<file path="src/rtl/udp_osd_pkg.sv">
// Shared constants and types for the OSD frame writer.
// No ports; imported by udp_osd_frame_writer.
package udp_osd_pkg;

    localparam logic [15:0] OSD_MAGIC      = 16'hA55A;
    localparam int unsigned OSD_HDR_BYTES  = 6;
    localparam int unsigned OSD_BANK_DEPTH = 1024;

    typedef enum logic [2:0] {
        IDLE,
        HDR,
        PAYLOAD,
        WAIT_LAST,
        DROP
    } osd_state_e;

endpackage

</file>
<file path="src/rtl/udp_osd_frame_writer.sv">
// Parses OSD packets from the UDP payload stream and writes them into the
// hidden half of a ping-pong OSD RAM; the visible bank flips only after a
// complete, valid packet.
// Ports:
//   clk, rst_n          UDP-domain clock, async active-low reset
//   s_data/valid/last   payload byte stream (no backpressure)
//   ram_wr_*            RAM write port (ram_wr_rst = ~rst_n)
//   disp_bank           bank shown by the reader (RAM address MSB)
//   frame_done          one-cycle pulse when disp_bank flips
//   err_pulse/err_cnt   per-rejected-packet pulse and saturating count
module udp_osd_frame_writer
    import udp_osd_pkg::*;
#(
    parameter int unsigned ADDR_WIDTH = 11,
    parameter int unsigned DATA_WIDTH = 8,
    parameter logic [15:0] MAGIC      = OSD_MAGIC
) (
    input  logic                  clk,
    input  logic                  rst_n,
    input  logic [DATA_WIDTH-1:0] s_data,
    input  logic                  s_valid,
    input  logic                  s_last,
    output logic [ADDR_WIDTH-1:0] ram_wr_addr,
    output logic [DATA_WIDTH-1:0] ram_wr_data,
    output logic                  ram_wr_en,
    output logic                  ram_wr_rst,
    output logic                  disp_bank,
    output logic                  frame_done,
    output logic                  err_pulse,
    output logic [15:0]           err_cnt
);

    localparam int unsigned OFF_W      = ADDR_WIDTH - 1;
    localparam int unsigned BANK_DEPTH = 1 << OFF_W;
    localparam logic [15:0] HDR_LAST   = 16'(OSD_HDR_BYTES - 1);

    osd_state_e       state;
    logic [39:0]      hdr_q;      // header bytes 0..4, newest in the low byte
    logic [15:0]      cnt;        // header byte index, then payload index
    logic [OFF_W-1:0] offset_q;
    logic [15:0]      length_q;
    logic             commit_q;   // flip pending: lands one cycle after the last write

    logic [15:0] magic_c;
    logic [15:0] off_c;
    logic [15:0] len_c;
    logic [16:0] sum_c;
    logic        hdr_ok_c;
    logic        hdr_end_c;
    logic        pay_end_c;
    logic        err_c;
    logic        commit_c;

    assign ram_wr_rst = ~rst_n;

    // Header check on the sixth byte and packet-level commit/error decisions
    always_comb begin
        magic_c   = hdr_q[39:24];
        off_c     = hdr_q[23:8];
        len_c     = {hdr_q[7:0], 8'(s_data)};
        sum_c     = 17'(off_c) + 17'(len_c);
        hdr_ok_c  = (magic_c == MAGIC) && ((off_c >> OFF_W) == 16'd0)
                    && (sum_c <= 17'(BANK_DEPTH));
        hdr_end_c = (state == HDR) && (cnt == HDR_LAST);
        pay_end_c = (state == PAYLOAD) && (cnt == length_q - 16'd1);
        err_c     = 1'b0;
        commit_c  = 1'b0;
        if (s_valid) begin
            case (state)
                IDLE: err_c = s_last;
                HDR: begin
                    if (!hdr_end_c)            err_c    = s_last;
                    else if (!hdr_ok_c)        err_c    = 1'b1;
                    else if (len_c == 16'd0)   commit_c = s_last;
                    else                       err_c    = s_last;
                end
                PAYLOAD: begin
                    if (pay_end_c) commit_c = s_last;
                    else           err_c    = s_last;
                end
                WAIT_LAST: commit_c = s_last;
                default: ;
            endcase
        end
    end

    // Packet FSM, write datapath and bank/error bookkeeping
    always_ff @(posedge clk or negedge rst_n) begin
        if (!rst_n) begin
            state       <= IDLE;
            hdr_q       <= '0;
            cnt         <= '0;
            offset_q    <= '0;
            length_q    <= '0;
            commit_q    <= 1'b0;
            ram_wr_addr <= '0;
            ram_wr_data <= '0;
            ram_wr_en   <= 1'b0;
            disp_bank   <= 1'b0;
            frame_done  <= 1'b0;
            err_pulse   <= 1'b0;
            err_cnt     <= '0;
        end else begin
            ram_wr_en  <= 1'b0;
            frame_done <= commit_q;
            commit_q   <= commit_c;
            err_pulse  <= err_c;
            if (commit_q) disp_bank <= ~disp_bank;
            if (err_c && (err_cnt != 16'hFFFF)) err_cnt <= err_cnt + 16'd1;

            if (s_valid) begin
                case (state)
                    IDLE: begin
                        hdr_q <= {hdr_q[31:0], 8'(s_data)};
                        cnt   <= 16'd1;
                        state <= s_last ? IDLE : HDR;
                    end
                    HDR: begin
                        hdr_q <= {hdr_q[31:0], 8'(s_data)};
                        cnt   <= cnt + 16'd1;
                        if (hdr_end_c) begin
                            offset_q <= OFF_W'(off_c);
                            length_q <= len_c;
                            cnt      <= '0;
                            if (!hdr_ok_c)          state <= s_last ? IDLE : DROP;
                            else if (s_last)        state <= IDLE;
                            else if (len_c == 16'd0) state <= WAIT_LAST;
                            else                    state <= PAYLOAD;
                        end else if (s_last) begin
                            state <= IDLE;
                        end
                    end
                    PAYLOAD: begin
                        ram_wr_en   <= 1'b1;
                        ram_wr_addr <= {~disp_bank, OFF_W'(16'(offset_q) + cnt)};
                        ram_wr_data <= s_data;
                        cnt         <= cnt + 16'd1;
                        if (s_last)         state <= IDLE;
                        else if (pay_end_c) state <= WAIT_LAST;
                    end
                    WAIT_LAST, DROP: begin
                        if (s_last) state <= IDLE;
                    end
                    default: state <= IDLE;
                endcase
            end
        end
    end

endmodule
</file>
<file path="config.mk">
export PLATFORM = sky130hd
export DESIGN_NAME = udp_osd_frame_writer
export DESIGN_NICKNAME = d
export VERILOG_FILES = /design/src/rtl/udp_osd_pkg.sv /design/src/rtl/udp_osd_frame_writer.sv
export SDC_FILE = /design/constraint.sdc
export NUM_CORES = 1
export LEC_CHECK = 0
export CORE_ASPECT_RATIO = 1.1
export CORE_UTILIZATION = 69
export DETAILED_ROUTE_END_ITERATION = 12
export DONT_BUFFER_PORTS = 1
export PLACE_DENSITY = 0.85
export SLEW_MARGIN = 20
export SYNTH_ARGS = -nofsm -noshare
export SYNTH_HDL_FRONTEND = slang
export SYNTH_SLANG_ARGS = --single-unit
</file>
<file path="constraint.sdc">
create_clock -name clk -period 9.6 [get_ports clk]
set_clock_uncertainty 0.15 [all_clocks]
set_input_delay 0.48 -clock clk [delete_from_list [all_inputs] [get_ports clk]]
set_output_delay 0.48 -clock clk [all_outputs]
set_load 0.03 [all_outputs]
</file>
==> results.json <==
{
  "outcome": "finished with violations",
  "violations": "design-rule violations",
  "dieArea_sq_um": 10700,
  "grt.overflow.total": 0,
  "place_congestion": 0.927,
  "clk_path_buf_depth": 2,
  "num_rows": 38,
  "multi_input_area_sq_um": 3760,
  "register_area_sq_um": 3130,
  "cp_max_fo": 4,
  "wire_per_inst_um": 21.1,
  "rsz0062_at_grt": "no",
  "syn-num-nets": 765,
  "max_slew.worst_pin.slew_ns": 0.959,
  "clk_pin_slew_worst_paths_ns": 0.07,
  "synthCells": 722,
  "grt_pass1_vias": 5745,
  "yosys_warnings": 0,
  "async_flop_share_pct": 100,
  "tritoncts": "built",
  "grt_max_degree": 126,
  "worstSetupPathType": "reg2reg",
  "fin_nets": 772,
  "end_kind": "register",
  "grt_pass1_wl_um": 29400,
  "fin_crit_ns": 4.81,
  "drtIter0Drc": 422,
  "root_buffer": "clkbuf_8",
  "synth-seq-cells": 125,
  "layout.cells.non_filler": 862,
  "h-tree-depth": 4,
  "fp.coreArea_sq_um": 9940,
  "area_growth_pct": 11.5,
  "die_y_um": 108,
  "stdcell_area_sq_um": 7890,
  "drv_slew": 0,
  "cts_sinks": 125,
  "hold_path_class": "in2reg",
  "io_buffers": 0,
  "dr.pass1.iters": 9,
  "ant_nets": 0,
  "place_inst": 817,
  "syn_area_sq_um": 7080,
  "vias": 5859,
  "fmax_ghz": 0.208,
  "syn_avg_cell_area_sq_um": 9.80,
  "nFillCells": 601,
  "required_ns": 9.86,
  "drc": 3,
  "cts_setup_buffers": 0,
  "synth_edf_count": 0,
  "vias_per_cell": 6.80,
  "start_util_pct": 71.2,
  "routed_wl_um": 18200,
  "slew_headroom_pct": 34.4,
  "setup_viol": 0,
  "synth_seq_area_share_pct": 44.2,
  "post_dp_cell_area_sq_um": 7140,
  "grt_antenna_before_repair": 0,
  "place.detailed.hpwl_um": 11900,
  "io_pins": 52,
  "p_per_area_nw_per_um2": 303,
  "irDropWorstVdd_uv": 154,
  "track_usage_pct": 36.0,
  "synth.distinct_cells": 74,
  "finalCritPeriodShare_pct": 50.1,
  "cp.arrival_ns": 5.07,
  "diodes": 0,
  "cap_violations": 0,
  "cts_buffers": 17,
  "cts_resized": 0,
  "drive_gt1_share_pct": 13.1,
  "cp-start-kind": "register",
  "clock_latency_ns": 0.53,
  "finalHoldViolations": 0,
  "die_w_um": 98.6,
  "fin_setup_tns_ns": 0,
  "cts_hold_buf": 12,
  "p_leak_nw": 3.60,
  "synth_top_flop_cell": "dfrtp_1"
}
==> stage by stage <==
stage / worst slack [ns] / utilization (%) / hold WS, ns / total power [mW]
2_1_floorplan: 5.89 / - / 0.0344 / 1.48
3_3_place_gp: 5.46 / 71.8 / 0.0366 / 1.64
3_5_place_dp: 5.30 / 71.9 / 0.0371 / 1.68
4_1_cts: 4.92 / 79.1 / 0.0391 / 2.35
5_1_grt: 4.53 / 79.4 / 0.0626 / 2.51
6_report: 4.79 / 79.4 / 0.0365 / 2.39
==> flip-flops by register name (all words and copies together) (netlist names) <==
signal and flops:
disp_bank 1, commit_q 1, ram_wr_addr 11, err_cnt 16, err_pulse 1, state 3
ram_wr_en 1, ram_wr_data 8, hdr_q 40, cnt 16, offset_q 10, length_q 16
frame_done 1
==> final timing paths <==
path / endpoint / slack [ns] / cells past startpoint / startpoint
worst min-delay path: state[1] / 0.04 / 3 / s_valid
min in group asynchronous: length_q[12] / 0.45 / 2 / rst_n
worst max register to register: state[2] / 4.79 / 11 / hdr_q[8]
worst min register to register: frame_done / 0.29 / 0 / commit_q
worst max-delay path: state[2] / 4.79 / 11 / hdr_q[8]
max in group asynchronous: hdr_q[21] / 8.39 / 2 / rst_n
==> where the power goes <==
part           switching (mW)  internal, mW
registers               0.228         0.667
logic                   0.476         0.382
clock network           0.259         0.377
==> critical path, cell delays in order (launching register included) <==
cell and delay, ns:
dfrtp_1 0.41, ha_1 0.24, fa_1 0.42, a211oi_1 0.49, o21ai_0 0.35, a221oi_1 0.53
a2111oi_0 0.27, a21o_1 0.21, or4b_2 0.73, a21oi_1 0.19, o22ai_1 0.11, dlygate4sd3_1 0.58
==> cell families after synthesis <==
family,Yosys count,synth area share (%)
buffers and inverters,52,3.01
XOR/XNOR,64,7.92
AND/OR/NAND/NOR,283,19.9
multiplexers,43,6.83
adder cells (fa/ha/maj),31,5.69
AO/OA/AOI/OAI,124,12.4
flip-flops,125,44.2
==> layer usage <==
| layer | GRT usage [%] | wire (um) | up-vias |
|---|---|---|---|
| met1 | 44.8 | 7180 | 2874 |
| met4 | 21.1 | 894 | 0 |
| met5 | 0 | 0 | - |
| met3 | 6.92 | 1350 | 84 |
| met2 | 59.0 | 8740 | 306 |
| li1 | - | - | 2595 |
==> layout make-up <==
type                       count  share of cell area [%]
clock buffer                  17                    5.25
multi-input combinational    545                    47.6
sequential                   125                    39.6
tap                          120                    1.90
clock inverter                15                    2.19
inverter                      26                    1.24
timing repair buffer          14                    2.19
==> synthesized netlist by cell type (all sizes together), types with 7 or more instances <==
library cell	n	area, sq um
xor2	40	350
inv	25	93.8
nor4	12	87.6
a211oi	7	52.6
a21oi	22	110
nor2	38	143
a2111oi	8	95.1
dfrtp	125	3130
nand2	133	499
ha	29	363
a21o	9	67.6
nand2b	9	56.3
nand4	12	75.1
o21ai	33	176
mux2	42	473
nand3	19	95.1
clkbuf	21	78.8
xnor2	24	210
nor4bb	7	70.1
nor3	18	115
==> cells in the final DEF, fill, tap and decap left out, types with 5 or more instances in the layout <==
cell / n
nand2_1: 133
a21o_1: 9
a31oi_1: 6
ha_1: 29
nor4bb_1: 7
nor2_1: 37
dfrtp_1: 125
nor4_1: 9
nor3_1: 13
inv_1: 25
clkbuf_16: 16
inv_6: 8
o21ai_0: 32
or3_1: 5
nand3_1: 19
o211ai_1: 5
xnor2_1: 24
and3_1: 5
a211oi_1: 7
a21oi_1: 22
dlygate4sd3_1: 11
nand2b_1: 9
mux2_2: 41
a2111oi_0: 6
nor3_2: 5
nor4b_1: 6
nand4_1: 12
xor2_1: 40
No activity file was read; power rests on OpenSTA's default activity.
